### config.mk
export PLATFORM = sky130hd
export DESIGN_NAME = bist_tpg
export DESIGN_NICKNAME = d
export VERILOG_FILES = /design/src/rtl/bist_pkg.sv /design/src/rtl/bist_lfsr.sv /design/src/rtl/bist_tpg.sv
export SDC_FILE = /design/constraint.sdc
export NUM_CORES = 1
export LEC_CHECK = 0
export CAP_MARGIN = 15
export CORE_ASPECT_RATIO = 1.2
export CORE_MARGIN = 2
export CORE_UTILIZATION = 50
export CTS_BUF_LIST = sky130_fd_sc_hd__clkbuf_8
export CTS_CLUSTER_DIAMETER = 200
export CTS_CLUSTER_SIZE = 10
export DETAILED_ROUTE_END_ITERATION = 16
export PLACE_DENSITY = 0.82
export SYNTH_ARGS = -nofsm -noshare
export SYNTH_HDL_FRONTEND = slang
export SYNTH_HIERARCHICAL = 1
export SYNTH_SLANG_ARGS = --single-unit
### constraint.sdc
create_clock -name clk -period 1.9 [get_ports clk]
set_input_delay 0.38 -clock clk [delete_from_list [all_inputs] [get_ports clk]]
set_output_delay 0.38 -clock clk [all_outputs]
set_load 0.05 [all_outputs]
### src/rtl/bist_pkg.sv
// Shared BIST types, default LFSR constants and the LFSR step function.
package bist_pkg;

  localparam int unsigned TPG_WIDTH = 8;
  localparam int unsigned TPG_CNT_W = 8;

  localparam logic [TPG_WIDTH-1:0] TPG_TAPS = 8'hB8;
  localparam logic [TPG_WIDTH-1:0] TPG_SEED = 8'h01;

  typedef enum logic [2:0] {
    IDLE,
    LOAD,
    RUN,
    FLUSH,
    CHECK,
    DONE
  } tpg_state_e;

  // Fibonacci step: feedback is the parity of the tapped bits, shifted in at bit 0.
  function automatic logic [TPG_WIDTH-1:0] lfsr_next(input logic [TPG_WIDTH-1:0] state,
                                                     input logic [TPG_WIDTH-1:0] taps);
    return {state[TPG_WIDTH-2:0], ^(state & taps)};
  endfunction

endpackage

### src/rtl/bist_lfsr.sv
// Load/step-enable LFSR register; an all-zero seed is replaced by 1 so the register never locks up.
import bist_pkg::*;

module bist_lfsr #(
  parameter int unsigned          WIDTH = TPG_WIDTH,
  parameter logic [WIDTH-1:0]     TAPS  = TPG_TAPS,
  parameter logic [WIDTH-1:0]     SEED  = TPG_SEED
) (
  input  logic             clk,
  input  logic             rst,
  input  logic             load,
  input  logic             step,
  output logic [WIDTH-1:0] q
);

  localparam logic [WIDTH-1:0] SEED_EFF = (SEED == '0) ? WIDTH'(1) : SEED;

  always_ff @(posedge clk or negedge rst) begin
    if (!rst) begin
      q <= SEED_EFF;
    end else if (load) begin
      q <= SEED_EFF;
    end else if (step) begin
      q <= WIDTH'(lfsr_next(TPG_WIDTH'(q), TPG_WIDTH'(TAPS)));
    end
  end

endmodule

### src/rtl/bist_tpg.sv
// BIST pattern generator and run controller: LFSR stimulus, compactor clear, golden compare.
// Optional feature macro: BIST_TPG_ABORT_EN adds an abort input that cancels LOAD/RUN/FLUSH.
import bist_pkg::*;

module bist_tpg #(
  parameter int unsigned      WIDTH        = TPG_WIDTH,
  parameter logic [WIDTH-1:0] TAPS         = TPG_TAPS,
  parameter logic [WIDTH-1:0] SEED         = TPG_SEED,
  parameter int unsigned      NUM_PATTERNS = 255
) (
  input  logic             clk,
  input  logic             rst,
  input  logic             start,
`ifdef BIST_TPG_ABORT_EN
  input  logic             abort,
`endif
  input  logic [WIDTH-1:0] signature,
  input  logic [WIDTH-1:0] golden,
  output logic [WIDTH-1:0] pattern,
  output logic             pattern_valid,
  output logic             misr_clr,
  output logic             busy,
  output logic             done,
  output logic             pass
);

  localparam logic [TPG_CNT_W-1:0] LAST_CNT = TPG_CNT_W'(NUM_PATTERNS - 1);

  tpg_state_e           state;
  tpg_state_e           state_next;
  logic [TPG_CNT_W-1:0] count;
  logic                 lfsr_load;
  logic                 lfsr_step;
  logic                 abort_c;

`ifdef BIST_TPG_ABORT_EN
  assign abort_c = abort && ((state == LOAD) || (state == RUN) || (state == FLUSH));
`else
  assign abort_c = 1'b0;
`endif

  bist_lfsr #(
    .WIDTH (WIDTH),
    .TAPS  (TAPS),
    .SEED  (SEED)
  ) u_lfsr (
    .clk  (clk),
    .rst  (rst),
    .load (lfsr_load),
    .step (lfsr_step),
    .q    (pattern)
  );

  // State register.
  always_ff @(posedge clk or negedge rst) begin
    if (!rst) begin
      state <= IDLE;
    end else begin
      state <= state_next;
    end
  end

  // Next-state and LFSR control; abort overrides every other transition.
  always_comb begin
    state_next = state;
    lfsr_load  = 1'b0;
    lfsr_step  = 1'b0;
    case (state)
      IDLE: begin
        if (start) begin
          state_next = LOAD;
          lfsr_load  = 1'b1;
        end
      end
      LOAD:  state_next = RUN;
      RUN: begin
        lfsr_step = 1'b1;
        if (count == LAST_CNT) begin
          state_next = FLUSH;
        end
      end
      FLUSH: state_next = CHECK;
      CHECK: state_next = DONE;
      DONE:  state_next = IDLE;
      default: state_next = IDLE;
    endcase
    if (abort_c) begin
      state_next = IDLE;
      lfsr_step  = 1'b0;
    end
  end

  // Pattern counter, registered state decodes and sticky pass flag.
  always_ff @(posedge clk or negedge rst) begin
    if (!rst) begin
      count         <= '0;
      pattern_valid <= 1'b0;
      misr_clr      <= 1'b0;
      busy          <= 1'b0;
      done          <= 1'b0;
      pass          <= 1'b0;
    end else begin
      if (state == LOAD) begin
        count <= '0;
      end else if (state == RUN) begin
        count <= count + TPG_CNT_W'(1);
      end
      pattern_valid <= (state_next == RUN);
      misr_clr      <= (state_next == LOAD);
      busy          <= (state_next != IDLE);
      done          <= (state_next == DONE);
      if (lfsr_load || abort_c) begin
        pass <= 1'b0;
      end else if (state == CHECK) begin
        pass <= (signature == golden);
      end
    end
  end

endmodule

==> impl_metrics.py, run 1 <==
metrics = {
    "route": {
        "viasPerCell": 5.64,
        "drtIter0Drc": 19,
        "ant_nets": 0,
        "via_count": 993,
        "wirelength_mm": 2.41,
        "drc": 0,
        "wire_per_inst_um": 13.7,
        "drt-pass1-iter-count": 5,
    },
    "global_routing": {
        "use_met1_pct": 21.5,
        "grtUsageMet2_pct": 35.5,
        "busiest_layer": "met2",
        "grt_use_met3_pct": 4.12,
        "grt_pass1_vias": 995,
        "grt_pass1_wl_mm": 4.25,
        "gr-usage-all-layers_pct": 19.6,
        "grt_max_degree": 25,
        "grt-ovfl-total": 0,
        "antenna_found_initial": 0,
    },
    "clocking": {
        "htreeDepth": 1,
        "clk_pin_slew_worst_paths_ns": 0.08,
        "hold_buffers": 0,
        "clock-sinks": 24,
        "cts_tree": "built",
        "postCtsSetupBuffers": 0,
        "cts_made_buffers": 3,
        "clk_path_buf_depth": 2,
        "clock-root-buffer": "clkbuf_8",
        "cts_resized": 0,
        "clock_latency_ns": 0.26,
    },
    "worst_setup_path": {
        "rrSetupSlack_ns": 0.29,
        "r2r-end": "count[6]$_DFFE_PN0P_",
        "r2r-start": "state[1]$_DFF_PN0_",
        "required_ns": 1.52,
        "critPathBufInv": 1,
        "crit_cells": 1,
        "critPathSlowestCell": "clkdlybuf4s50_1",
        "reg2regPathDepth": 3,
        "endpoint": "pattern[6]",
        "path_cells": "clkdlybuf4s50_1",
        "cp_max_fo": 3,
        "start_kind": "flop",
        "slowest_delay_ns": 0.82,
        "critical_path.top_delay_family": "buffers and inverters",
        "cp-startpoint": "u_lfsr/q[6]$_DFFE_PN0P_",
        "path_class": "flop to output pin",
        "arrival_ns": 1.46,
        "worst_setup_path_end_kind": "output pin",
    },
    "timing": {
        "finalSetupTns_ns": 0,
        "drv_slew": 0,
        "max_freq_mhz": 544,
        "max_slew_margin_pct": 66.0,
        "rsz0062_at_grt": "no",
        "finClkSkew_ns": 0.00312,
        "tightest_slew_ns": 0.508,
        "finalCritPeriodShare_pct": 96.7,
        "hold_viol_final": 0,
        "setup_viol": 0,
        "timing.hold.ws_ns": 0.465,
        "final.min_clock_period_ns": 1.84,
    },
    "logic_synthesis": {
        "yosysTopAreaCell": "dfrtp_1",
        "synthTopCellsByCount": "dfrtp_1 (23), xnor2_1 (13), nor2_1 (12), mux2i_1 (8)",
        "syn_inst": 113,
        "synth_area_leaders": "dfrtp_1 (47%), xnor2_1 (9.3%), mux2i_1 (6.5%)",
        "netlist_area_mm2": 0.00122,
        "synth_seq_cells": 24,
        "syn_area_per_cell_um2": 10.8,
        "synth_edf_count": 0,
        "yosysMostFrequentCell": "dfrtp_1",
        "synth_top_area_share_pct": 47.0,
        "synthFlopType": "dfrtp_1",
        "ys_types": 32,
        "syn-num-nets": 134,
        "async_reset_ff_share_pct": 100,
        "ys_warn_count": 6,
        "yosysSeqAreaShare_pct": 49.2,
    },
    "place": {
        "hpwlAfterDp_mm": 1.83,
        "port_buffers": 31,
        "gp_congestion": 0.787,
        "placed_cells": 172,
    },
    "floorplanning": {
        "die_h_um": 58.2,
        "core_area_mm2": 0.00231,
        "initial_core_util_pct": 53.1,
        "die_w_um": 49.2,
        "row_count": 19,
        "ioPinCount": 32,
        "die-area_mm2": 0.00286,
    },
    "power": {
        "p_leak_nw": 0.688,
        "ir_drop_uv": 1190,
        "powerDensity_mw_per_mm2": 1120,
    },
    "finish": {
        "drive_above_1_share_pct": 11.7,
        "fin_nets": 167,
        "area.growth.synth_to_final_pct": 30.2,
        "fill_cells": 179,
        "diodes": 0,
        "fin_cells": 176,
        "utilization_pct": 69.1,
    },
    "outcome": {
        "status": "complete, no violations",
    },
    "min_path": {
        "hold_path.class": "input pin to asynchronous set/reset pin",
    },
    "job": {
        "maxCapViolCount": 0,
    },
}
stage by stage:
stage	setup WS (ns)	cell area [um^2]	total power, mW
after CTS	0.0529	1590	1.79
after global placement	0.316	1540	1.43
final	0.0633	1590	1.78
after floorplan	0.420	1220	1.19
after global routing	0.0185	1590	1.87
after detailed placement	0.228	1540	1.45
sequential cells by signal, summed over array words and instances, names as in the netlist:
name,count
misr_clr,1
count,8
busy,1
state,3
done,1
u_lfsr/q,8
pass,1
pattern_valid,1
how the worst min path moves through the flow:
stage	startpoint	end	slack (ns)	cells past startpoint
floorplan	rst	busy$_DFF_PN0_	0.08	0
global placement	pass$_DFFE_PN0P_	pass$_DFFE_PN0P_	0.50	2
detailed placement	count[0]$_DFFE_PN0P_	count[0]$_DFFE_PN0P_	0.52	1
CTS	rst	state[0]$_DFF_PN0_	0.47	2
global route	rst	count[3]$_DFFE_PN0P_	0.48	2
finish	rst	count[2]$_DFFE_PN0P_	0.47	2
cell families (layout without fill, tap and decap cells):
logic type / Yosys count / count (layout) / share of synthesized area (%)
AO/OA/AOI/OAI: 22 / 22 / 11.2
XOR/XNOR: 13 / 13 / 9.30
adder cells (fa/ha/maj): 2 / 2 / 2.04
buffers and inverters: 9 / 41 / 4.70
flip-flops: 24 / 24 / 49.2
multiplexers: 8 / 8 / 6.54
AND/OR/NAND/NOR: 35 / 35 / 17.0
placed cells by master (no fill, tap or decap), drive strengths merged:
cell type,count
o21bai,1
nor2b,2
o41ai,1
dfstp,1
or4,3
a21oi,6
clkdlybuf4s50,25
nand2b,1
nand4b,2
dfrtp,23
buf,10
ha,2
nor3,1
nor4b,2
or3,2
nor2,12
and2,1
mux2i,8
xnor2,13
a21boi,1
inv,2
a21o,1
and4bb,1
or2b,1
nand3,3
nand2,2
nand4,2
clkbuf,4
o31ai,6
o21ai,5
a31oi,1
power breakdown:
group | leakage [nW] | internal (mW) | total (mW) | switching, mW
sequential | 0.290 | 0.611 | 0.695 | 0.0843
combinational | 0.369 | 0.281 | 0.742 | 0.460
clock | 0.0288 | 0.185 | 0.341 | 0.156
area by class of cell:
| cell class | count | area, um^2 | share of cell area [%] |
|---|---|---|---|
| sequential | 24 | 602 | 37.8 |
| multi-input combinational | 80 | 564 | 35.4 |
| timing repair buffer | 35 | 325 | 20.4 |
| clock buffer | 4 | 55.1 | 3.46 |
| tap | 31 | 38.8 | 2.44 |
| inverter | 2 | 7.51 | 0.471 |
per-layer routing:
metal / routed length [um] / up-vias
met5: 0 / -
met2: 1320 / 34
met3: 113 / 2
met4: 27 / 0
met1: 949 / 491
li1: - / 466
Note: power is estimated with default switching activity, not from simulation.
==> run 2, diff against run 1 <==
HOLD_SLACK_MARGIN = 0.08   (was unset)
==> results of run 2 <==
Final layout, timing and power as in run 1 (identical DEF).
